--- src/rtl/multikey_debounce.sv ---
// multikey_debounce: per-key synchroniser, debounce and auto-repeat conditioner
// producing registered press/release/repeat pulses and a debounced held level.
module multikey_debounce #(
    parameter int NUM_KEYS      = 4,
    parameter int DEB_CYCLES    = 1_000_000,
    parameter int REPEAT_DELAY  = 12_500_000,
    parameter int REPEAT_PERIOD = 2_500_000,
    parameter int CNT_W         = 24
) (
    input  logic                clk,
    input  logic                rst_n,
    input  logic [NUM_KEYS-1:0] key_in,
    input  logic [NUM_KEYS-1:0] rpt_en,
    output logic [NUM_KEYS-1:0] key_press,
    output logic [NUM_KEYS-1:0] key_release,
    output logic [NUM_KEYS-1:0] key_held,
    output logic [NUM_KEYS-1:0] key_repeat
);
    typedef enum logic [2:0] {IDLE, DEB_DN, HELD, REPEAT, DEB_UP} state_t;

    localparam logic [CNT_W-1:0] DEB_MAX = CNT_W'(DEB_CYCLES - 1);
    localparam logic [CNT_W-1:0] DLY_MAX = CNT_W'(REPEAT_DELAY - 1);
    localparam logic [CNT_W-1:0] PER_MAX = CNT_W'(REPEAT_PERIOD - 1);
    localparam logic [CNT_W-1:0] ONE     = CNT_W'(1);

    genvar i;
    generate
        for (i = 0; i < NUM_KEYS; i++) begin : g_key
            logic [1:0]       sync;
            logic             s;
            state_t           st, st_nx;
            logic [CNT_W-1:0] cnt, cnt_nx;
            logic             press_nx, rel_nx, rep_nx;
            logic             press_q, rel_q, held_q, rep_q;

            assign s = sync[1];

            always_ff @(posedge clk or negedge rst_n) begin
                if (!rst_n) begin
                    sync    <= 2'b11;
                    st      <= IDLE;
                    cnt     <= '0;
                    press_q <= 1'b0;
                    rel_q   <= 1'b0;
                    held_q  <= 1'b0;
                    rep_q   <= 1'b0;
                end else begin
                    sync    <= {sync[0], key_in[i]};
                    st      <= st_nx;
                    cnt     <= cnt_nx;
                    press_q <= press_nx;
                    rel_q   <= rel_nx;
                    held_q  <= st_nx inside {HELD, REPEAT, DEB_UP};
                    rep_q   <= rep_nx;
                end
            end

            // Saturating counters in HELD/REPEAT let a late rpt_en fire on the next edge.
            always_comb begin
                st_nx    = st;
                cnt_nx   = cnt;
                press_nx = 1'b0;
                rel_nx   = 1'b0;
                rep_nx   = 1'b0;
                case (st)
                    IDLE: if (!s) begin
                        st_nx  = DEB_DN;
                        cnt_nx = '0;
                    end
                    DEB_DN: if (s) st_nx = IDLE;
                    else if (cnt == DEB_MAX) begin
                        st_nx    = HELD;
                        cnt_nx   = '0;
                        press_nx = 1'b1;
                    end else cnt_nx = cnt + ONE;
                    HELD: if (s) begin
                        st_nx  = DEB_UP;
                        cnt_nx = '0;
                    end else if (cnt != DLY_MAX) cnt_nx = cnt + ONE;
                    else if (rpt_en[i]) begin
                        st_nx  = REPEAT;
                        cnt_nx = '0;
                        rep_nx = 1'b1;
                    end
                    REPEAT: if (s) begin
                        st_nx  = DEB_UP;
                        cnt_nx = '0;
                    end else if (cnt != PER_MAX) cnt_nx = cnt + ONE;
                    else if (rpt_en[i]) begin
                        cnt_nx = '0;
                        rep_nx = 1'b1;
                    end
                    DEB_UP: if (!s) begin
                        st_nx  = HELD;
                        cnt_nx = '0;
                    end else if (cnt == DEB_MAX) begin
                        st_nx  = IDLE;
                        cnt_nx = '0;
                        rel_nx = 1'b1;
                    end else cnt_nx = cnt + ONE;
                    default: begin
                        st_nx  = IDLE;
                        cnt_nx = '0;
                    end
                endcase
            end

            assign key_press[i]   = press_q;
            assign key_release[i] = rel_q;
            assign key_held[i]    = held_q;
            assign key_repeat[i]  = rep_q;
        end
    endgenerate
endmodule

--- config.mk ---
export PLATFORM = sky130hd
export DESIGN_NAME = multikey_debounce
export DESIGN_NICKNAME = d
export VERILOG_FILES = /design/src/rtl/multikey_debounce.sv
export SDC_FILE = /design/constraint.sdc
export NUM_CORES = 1
export LEC_CHECK = 0
export CAP_MARGIN = 10
export CORE_MARGIN = 8
export CORE_UTILIZATION = 50
export DETAILED_ROUTE_END_ITERATION = 7
export PLACE_DENSITY = 0.7
export SYNTH_ARGS = -nofsm -noshare
export SYNTH_HDL_FRONTEND = slang
export SYNTH_SLANG_ARGS = --single-unit
--- constraint.sdc ---
create_clock -name clk -period 2.2 [get_ports clk]
set_input_delay 0.44 -clock clk [delete_from_list [all_inputs] [get_ports clk]]
set_output_delay 0.44 -clock clk [all_outputs]
set_load 0.005 [all_outputs]
==> results of run 1 <==
[layer usage]
layer	part of all wire (%)	routed length, um	up-vias
met5	0	0	-
met4	2.3	563	0
met3	6.2	1510	66
met2	48	11700	361
met1	44	10700	4098
li1	-	-	3928
[state kept, by name (all words and copies together), names as in the netlist]
signal and cells:
g_key.sync 8, g_key.rep_q 4, g_key.press_q 4, g_key.cnt 96, g_key.rel_q 4, g_key.held_q 4, g_key.st 12
[stage by stage]
step           setup TNS, ns  instance area, um2  hold slack, ns  total power [mW]  utilization, %
2_1_floorplan        -0.0121                8160           0.144              2.81               -
3_3_place_gp          -0.301                9610           0.347              3.04            60.3
3_5_place_dp           -1.62                9610           0.347              3.05            60.3
4_1_cts               -0.562               10500           0.356              6.38            66.2
5_1_grt                -8.28               11200           0.360              6.64            70.3
6_report               -1.25               11200           0.355              6.42            70.3
[cells in the mapped netlist, drive strengths merged, types with 9 or more instances]
| master | count |
|---|---|
| and3 | 21 |
| o21a | 9 |
| nor4 | 20 |
| a21oi | 48 |
| o211ai | 11 |
| and4 | 14 |
| nand3 | 51 |
| inv | 31 |
| nor2b | 12 |
| o22ai | 30 |
| clkbuf | 32 |
| a22o | 9 |
| nor3 | 41 |
| nor2 | 77 |
| a22oi | 12 |
| nand3b | 10 |
| and2 | 31 |
| buf | 34 |
| nand2 | 102 |
| nand4 | 32 |
| o21bai | 9 |
| o21ai | 53 |
| a31oi | 14 |
| dfrtp | 124 |
| nor4bb | 9 |
[worst paths after layout]
kind / start / slack, ns / to
hold reg to reg: g_key[1].sync[0] / 0.36 / g_key[1].sync[1]
min in group asynchronous: rst_n / 0.53 / g_key[2].st[1]
setup / recovery: g_key[3].cnt[6] / -0.10 / g_key[3].cnt[22]
max in group asynchronous: rst_n / 0.99 / g_key[1].sync[1]
setup reg to reg: g_key[3].cnt[6] / -0.10 / g_key[3].cnt[22]
hold / removal: g_key[1].sync[0] / 0.36 / g_key[1].sync[1]
[worst reg2reg max path: stages, from the launching register on]
cell and delay [ns]:
dfrtp_1 0.38, buf_4 0.13, buf_4 0.14, nor4bb_1 0.42, nand4_1 0.24, a21oi_4 0.29
nor2_4 0.10, buf_6 0.13, o211ai_1 0.18, a22oi_1 0.15
[cells by family (layout without fill, tap and decap cells)]
kind of cell             Yosys count  after routing
AND/OR/NAND/NOR                  474            475
AO/OA/AOI/OAI                    245            245
flip-flops                       132            132
buffers and inverters             97            285
multiplexers                       5              5
adder cells (fa/ha/maj)            4              4
XOR/XNOR                           3              3
[power by group through the flow]
| stage | Combinational, mW | Sequential (mW) | Clock (mW) |
|---|---|---|---|
| 3_3_place_gp | 0.451 | 2.59 | 0 |
| 3_5_place_dp | 0.459 | 2.59 | 0 |
| 2_1_floorplan | 0.221 | 2.58 | 0 |
| 4_1_cts | 0.490 | 2.55 | 3.35 |
| 5_1_grt | 0.614 | 2.56 | 3.46 |
| 6_report | 0.562 | 2.55 | 3.30 |
[area by class of cell]
cell class | count | area [um2] | area share (%)
clock inverters | 12 | 225 | 2.01
inverters | 31 | 116 | 1.04
multi-input cells | 732 | 4870 | 43.5
well taps | 216 | 270 | 2.41
flip-flops and latches | 132 | 3310 | 29.6
clock buffers | 20 | 467 | 4.17
repair buffers | 222 | 1940 | 17.4
[timing repair]
action,4_1_cts,5_1_grt
setup endpoints to repair,65,94
pin swaps,14,60
setup buffers,8,27
hold endpoints to repair,41,0
gates resized for setup,38,124
gates cloned,1,3
hold buffers,1,0
==> key figures, run 1 <==
STA
  • RSZ-0062 raised after global routing: true
  • Max Clock Freq: 0.434 GHz
  • Period Utilization, post-route: 105%
  • Final Skew: 0.00599 ns
  • Crit path time final: 2.30 ns
  • Worst slew pin tran: 0.699 ns
  • Final Setup Violations: 27
  • Final count of hold timing violations: 0
  • Worst setup slack after layout: -0.105 ns
  • Slew HR: 53.3%
  • Max-slew violations: 0

Placement
  • Pre-CTS setup slack: -0.106 ns
  • Placed insts: 1295
  • PortBufs: 25
  • Final GP Congestion: 0.916
  • Post-DP HPWL: 16000 um

Final layout
  • Most common cell after layout, fill and taps aside: buf_4
  • Nets@finish: 1150
  • Commonest cells after routing, fill and taps aside: buf_4, dfrtp_1, nand2_1
  • # fillers: 1211
  • Synthesis-to-finish area growth: 37.3%
  • Share of cells above drive strength 1: 29.9%
  • Finished Layout Cells: 1365
  • Antenna diodes: 0

Floorplanning
  • DIE WIDTH: 144 um
  • Core Area: 15900 um2
  • Starting Density: 51.2%
  • Number of I/O pins: 26
  • Die area: 20700 um2
  • Row Count: 46
  • Die height: 144 um

Global route
  • Largest net degree at the start of global routing: 51
  • Met2 usage: 36.3%
  • Global Route met3 Usage: 4.71%
  • GRT Util Overall: 23.0%
  • Grt met1 use: 30.7%
  • Global-route wire length before repair: 38400 um
  • Number of global-route vias before repair: 7869
  • Global route total overflow: 0
  • Initial antenna violation count: 0
  • Busiest grt layer: met2

Clock network
  • CTS tree: done
  • Skew-Pair Late Insertion Delay: 0.42 ns
  • H-tree Lvls: 4
  • Clk sinks: 132
  • Root buf cell: clkbuf_16
  • Clock buffer depth: 2
  • Total CTS buffers: 17
  • Clock Pin Slew Worst Setup and Hold Paths: 0.06 ns

Yosys
  • Compound-Gate Fraction of Synth Area: 19.9%
  • Yosys top cell area share: 38.0%
  • Post-synth top area cell: dfrtp_1
  • Mean Syn Cell Area: 8.50 um2
  • Post-Synthesis Cells: 960
  • Ys async rst share: 100%
  • EDFF count, synth: 0
  • Post-Synth Simple-Gate Area: 32.1%
  • Syn_nets: 974
  • Mapped cell area: 8160 um2
  • Main flop type after synthesis: dfrtp_1
  • Sequential area share after synthesis: 40.6%
  • Ranking of synthesized cells by area: dfrtp_1, nand2_1, nor2_1
  • Synth Register Bits: 132
  • Synth Area in XOR/XNOR: 0.322%
  • Main combinational cell family by area after synthesis: simple AND/OR/NAND/NOR gates
  • Yosys warns: 0
  • Adder-Cell Fraction of Synth Area: 0.613%
  • Distinct cells, synth: 78
  • Mux contribution to synthesized area: 0.644%

Worst setup path
  • Delay-heaviest family, CP: simple AND/OR/NAND/NOR gates
  • Crit Path Max Fanout: 5
  • Slowest stage delay, CP: 0.42 ns
  • CP Cell Sequence: buf_4 > buf_4 > nor4bb_1 > nand4_1 > a21oi_4 > nor2_4 > buf_6 > o211ai_1 > a22oi_1
  • CP max stage cell: nor4bb_1
  • WP data arrival: 2.59 ns
  • R2R cell count: 9
  • WP depth: 9
  • Required time worst endpoint: 2.48 ns
  • WS Path Type: reg2reg
  • CP most frequent cell: buf_4
  • WP buf/inv: 3
  • CP Launch Type: flip-flop
  • Crit end category: flip-flop

Min path
  • WHS Path Cells: 0
  • Min-Delay Path Class: reg2reg

Pwr
  • Pleak: 5.11 nW
  • Net switching power: 1.45 mW
  • Flop pwr share: 39.8%
  • Max rail drop VDD: 0.556 mV
  • PD cells: 573 nW/um2
  • Internal power: 4.96 mW
  • Clock Power Share: 51.5%
  • Sw Share: 22.6%
  • Combinational cell fraction of total power: 8.8%

Outcome
  • Violated checks: negative setup slack
  • Status: complete, but fails checks

Detailed routing
  • DR vias/cell: 6.19
  • Drt wl/cell: 17.9 um
  • DR vias: 8453
  • Number of detailed-route iterations in the first pass: 6
  • Drc violations: 0
  • Final WL: 24500 um
  • DRT iter0 DRCs: 826
  • Post-DRT Antenna Nets: 0

Job
  • Max_cap viols: 0
No activity file was read; power rests on OpenSTA's default activity.
==> run 2, diff against run 1 <==
Settings changed: CTS_BUF_LIST from default to sky130_fd_sc_hd__clkbuf_8.
==> run 2 against run 1 <==
- the flow still finishes with violations (negative setup slack)
- flip-flop and latch count stayed put
- critical endpoint is now g_key[2].cnt[11]
- die area stayed put
- clock power is 22% lower
- critical path depth is 2 lower
- sequential share of layout area is 0.71 points higher
==> key figures, run 2 (synthesis gave the netlist of run 1 again) <==
Outcome
  • Status: complete, but fails checks
  • Violated checks: negative setup slack

Final layout
  • Synthesis-to-finish area growth: 34.1%
  • Commonest cells after routing, fill and taps aside: buf_4, dfrtp_1, nand2_1
  • Flip-flop count of the largest register after layout: 96
  • Post-Route Utilization: 68.6%
  • Finished Layout Cells: 1354
  • Post-route cell area: 10900 um2
  • Largest Register: g_key.cnt
  • Nets@finish: 1139
  • # fillers: 1261
  • Most common cell after layout, fill and taps aside: buf_4
  • Top Registers: g_key.cnt (96), g_key.st (12), g_key.sync (8)
  • Antenna diodes: 0
  • Share of cells above drive strength 1: 29.3%

Detailed routing
  • Drt wl/cell: 17.6 um
  • DRT iter0 DRCs: 825
  • Number of detailed-route iterations in the first pass: 6
  • Drc violations: 0
  • DR vias: 8361
  • DR vias/cell: 6.18
  • Final WL: 23900 um
  • Post-DRT Antenna Nets: 0

Worst setup path
  • WS Path Type: reg2reg
  • R2R Setup Slk: -0.11 ns
  • CP Launch Type: flip-flop
  • Crit end category: flip-flop
  • Reg-to-reg startpoint: g_key[2].cnt[5]
  • CP max stage cell: or4b_4
  • Required time worst endpoint: 2.60 ns
  • Slowest stage delay, CP: 0.57 ns
  • CP startpoint: g_key[2].cnt[5]
  • Crit Path Max Fanout: 8
  • CP Cell Sequence: or4b_4 > nor4_4 > o21a_1 > nor3b_4 > buf_12 > buf_6 > a221o_1
  • WP data arrival: 2.71 ns

Clock network
  • Clk sinks: 132
  • H-tree Lvls: 4
  • CTS tree: done
  • Clock Pin Slew Worst Setup and Hold Paths: 0.08 ns
  • Root buf cell: clkbuf_8
  • Skew-Pair Late Insertion Delay: 0.46 ns
  • Total CTS buffers: 17
  • Clock buffer depth: 2

Min path
  • Min-Delay Path Class: reg2reg
  • Hold path startpoint: g_key[3].sync[0]

STA
  • Min Hold Slack: 0.359 ns
  • Worst slew pin tran: 0.574 ns
  • Max Clock Freq: 0.433 GHz
  • Slew HR: 61.7%
  • Final count of hold timing violations: 0
  • Period Utilization, post-route: 105%
  • RSZ-0062 raised after global routing: true
  • Crit path time final: 2.31 ns
  • Worst setup slack after layout: -0.111 ns
  • Final Setup Violations: 45
  • Final Skew: 0.00953 ns
  • Max-slew violations: 0

Floorplanning
  • Die area: 20700 um2
  • Core Area: 15900 um2
  • Row Count: 46
  • DIE WIDTH: 144 um
  • Die height: 144 um
  • Starting Density: 51.2%
  • Number of I/O pins: 26

Placement
  • Placed insts: 1295
  • PortBufs: 25
  • Pre-CTS setup slack: -0.106 ns
  • Post-DP HPWL: 16000 um
  • Final GP Congestion: 0.916
  • Placed Area: 9610 um2

Job
  • Max_cap viols: 0

Pwr
  • Max rail drop VDD: 0.404 mV
  • PD cells: 518 nW/um2
  • Pleak: 4.98 nW

Global route
  • Number of global-route vias before repair: 7761
  • Initial antenna violation count: 0
  • GRT Util Overall: 22.6%
  • Global-route wire length before repair: 37700 um
  • Global route total overflow: 0
  • Largest net degree at the start of global routing: 51
-- run 2: changes by cell type in the layout (fill, tap and decap cells not counted), sizes merged --
cell,change
buf,-10
clkbuf,-1
-- run 2: final cells by class --
cell class | count | area (um2) | area share (%)
repair buffers | 211 | 1850 | 16.9
multi-input cells | 732 | 4890 | 44.7
clock buffers | 20 | 275 | 2.52
flip-flops and latches | 132 | 3310 | 30.3
clock inverters | 12 | 225 | 2.06
inverters | 31 | 116 | 1.06
well taps | 216 | 270 | 2.47
-- run 2: timing repair --
item / CTS / global route
pin swaps: 13 / 61
cloned: 1 / 3
endpoints found under the hold margin: 41 / 0
hold buffers: 1 / 0
buffers inserted: 7 / 17
gates resized for setup: 34 / 124
setup endpoints to repair: 53 / 90
-- run 2: metal layers --
metal / global-route usage (%) / wire, um / vias to the layer above
met5: 0 / 0 / -
met4: 9.41 / 459 / 0
met3: 4.18 / 1650 / 39
met2: 35.2 / 11300 / 341
met1: 30.4 / 10400 / 4089
li1: - / - / 3892
-- run 2: worst paths after layout --
kind	to	depth (start not counted)
worst max-delay path	g_key[2].cnt[11]	7
worst min-delay path	g_key[3].sync[1]	0
worst max register to register	g_key[2].cnt[11]	7
worst min register to register	g_key[3].sync[1]	0
max in group asynchronous	g_key[1].sync[1]	3
min in group asynchronous	g_key[2].rep_q	2
-- run 2: worst max-delay path, delay by kind of cell, from the launching register on --
| kind | cells | cell delay, ns |
|---|---|---|
| simple gates | 3 | 1.17 |
| buf+inv | 2 | 0.31 |
| flops | 1 | 0.40 |
| compound gates | 2 | 0.38 |
-- run 2: stage by stage --
stage / power, mW / setup TNS [ns]
2_1_floorplan: 2.81 / -0.0121
5_1_grt: 5.87 / -5.36
3_3_place_gp: 3.04 / -0.301
6_report: 5.67 / -2.19
4_1_cts: 5.64 / -0.558
3_5_place_dp: 3.05 / -1.62
-- run 2: where the power goes --
part	internal, mW	leakage (nW)	total (mW)	switching [mW]
clock	1.55	0.241	2.57	1.01
sequential	2.49	1.80	2.55	0.0558
combinational	0.245	2.94	0.556	0.311
==> run 3, diff against run 2 <==
Settings changed: CORE_UTILIZATION 50 to 44, PLACE_DENSITY 0.7 to default.
==> run 3 against run 2 <==
- the run still ends with negative setup slack left
- clock-buffer cell count up 3
- clock skew grew 0.0047 ns
- largest power group is now registers
- routed wire length shrank 5.9%
- critical path depth rose by 1
- first-iteration DRC count is 13% lower
- critical endpoint is now g_key[3].cnt[8]
- register-to-register slack better by 0.04 ns
==> key figures, run 3 (synthesis gave the netlist of run 1 again) <==
Floorplanning
  • DIE WIDTH: 152 um
  • Number of I/O pins: 26
  • Core Area: 18500 um2
  • Die area: 23200 um2
  • Row Count: 50
  • Die height: 152 um
  • Starting Density: 44.2%

Clock network
  • Clock Pin Slew Worst Setup and Hold Paths: 0.07 ns
  • Total CTS buffers: 17
  • Root buf cell: clkbuf_8
  • CTS tree: done
  • H-tree Lvls: 4
  • Skew-Pair Late Insertion Delay: 0.46 ns
  • Clk sinks: 132
  • Clock buffer depth: 2

Worst setup path
  • WP data arrival: 2.60 ns
  • WS Path Type: reg2reg
  • Slowest stage delay, CP: 0.53 ns
  • Required time worst endpoint: 2.53 ns
  • Crit end category: flip-flop
  • Crit Path Max Fanout: 14
  • CP most frequent cell: or4_4
  • CP Cell Sequence: or4_4 > or4_4 > a21oi_4 > nor2_4 > buf_12 > buf_6 > o22ai_2 > o21ai_1
  • CP Launch Type: flip-flop
  • CP max stage cell: or4_4

Global route
  • Met2 usage: 30.2%
  • Initial antenna violation count: 0
  • Global Route met3 Usage: 3.60%
  • Global route total overflow: 0
  • Busiest grt layer: met2
  • Global-route wire length before repair: 37100 um
  • Number of global-route vias before repair: 7392
  • GRT Util Overall: 19.2%
  • Grt met1 use: 25.8%
  • Largest net degree at the start of global routing: 44

Outcome
  • Violated checks: negative setup slack
  • Status: complete, but fails checks

Detailed routing
  • Number of detailed-route iterations in the first pass: 6
  • DR vias/cell: 5.86
  • Final WL: 22500 um
  • Drc violations: 0
  • DR vias: 7846
  • Post-DRT Antenna Nets: 0
  • Drt wl/cell: 16.8 um
  • DRT iter0 DRCs: 717

Final layout
  • Antenna diodes: 0
  • # fillers: 1691
  • Synthesis-to-finish area growth: 25.4%
  • Commonest cells after routing, fill and taps aside: buf_4, dfrtp_1, nand2_1
  • Top Registers: g_key.cnt (96), g_key.st (12), g_key.sync (8)
  • Flip-flop count of the largest register after layout: 96
  • Share of cells above drive strength 1: 22.5%
  • Finished Layout Cells: 1339
  • Largest Register: g_key.cnt
  • Nets@finish: 1106
  • Post-route cell area: 10200 um2
  • Most common cell after layout, fill and taps aside: buf_4

STA
  • Max Clock Freq: 0.440 GHz
  • Slew HR: 60.9%
  • Max-slew violations: 0
  • Final Setup Violations: 9
  • Worst slew pin tran: 0.586 ns
  • Final count of hold timing violations: 0
  • Final Skew: 0.0142 ns
  • Crit path time final: 2.27 ns
  • Worst setup slack after layout: -0.0721 ns
  • Setup TNS: -0.249 ns
  • Period Utilization, post-route: 103%
  • RSZ-0062 raised after global routing: true

Placement
  • Placed Area: 9550 um2
  • PortBufs: 25
  • Final GP Congestion: 0.881
  • Post-DP HPWL: 15800 um
  • Placed insts: 1299

Job
  • Max_cap viols: 0

Pwr
  • Max rail drop VDD: 0.358 mV
  • Pleak: 4.61 nW
  • PD cells: 492 nW/um2

Min path
  • Min-Delay Path Class: reg2reg
run 3: per-stage QoR:
stage          power [mW]  setup WS, ns  utilization (%)  hold WS [ns]
2_1_floorplan        2.81       -0.0121                -         0.144
3_3_place_gp         3.04       -0.0395             51.7         0.346
3_5_place_dp         3.04        -0.125             51.7         0.347
4_1_cts              5.07       -0.0296             54.4         0.359
5_1_grt              5.24        -0.111             55.4         0.367
6_report             5.03       -0.0721             55.4         0.358
run 3: per-layer routing:
layer | vias to the layer above | routed length, um
met5 | - | 0
met2 | 216 | 10600
li1 | 3823 | -
met3 | 34 | 944
met1 | 3773 | 10500
met4 | 0 | 406
run 3: report_power, final:
part / total [mW] / leakage (nW) / switching, mW / internal (mW)
registers: 2.55 / 1.80 / 0.0587 / 2.49
clock network: 2.00 / 0.216 / 0.951 / 1.05
logic: 0.481 / 2.60 / 0.270 / 0.211
run 3: area by class of cell:
type	instances	area [um2]	share of cell area [%]
multi-input combinational	731	4600	45.0
timing repair buffer	179	1530	14.9
tap	234	293	2.86
inverter	31	116	1.14
clock buffer	23	317	3.09
clock inverter	9	65.1	0.636
sequential	132	3310	32.4
run 3: final timing paths:
check | startpoint | slack [ns] | cells past startpoint | end
max | g_key[3].cnt[6] | -0.07 | 8 | g_key[3].cnt[8]
min in group asynchronous | rst_n | 0.48 | 2 | g_key[2].cnt[1]
min reg2reg | g_key[1].sync[0] | 0.36 | 0 | g_key[1].sync[1]
max reg2reg | g_key[3].cnt[6] | -0.07 | 8 | g_key[3].cnt[8]
max in group asynchronous | rst_n | 1.01 | 3 | g_key[1].sync[1]
min | g_key[1].sync[0] | 0.36 | 0 | g_key[1].sync[1]
run 3: worst max-delay path: cells and delay by family, from the launching register on:
family / cells / cell delay [ns]
simple gates: 3 / 1.07
buf+inv: 2 / 0.27
flops: 1 / 0.38
compound gates: 3 / 0.43
run 3: what timing repair did:
item | in CTS | in global routing
buffers inserted | 2 | 5
setup endpoints to repair | 26 | 64
hold endpoints to repair | 37 | 0
hold buffers | 1 | 0
gates resized for setup | 21 | 41
pin swaps | 2 | 18
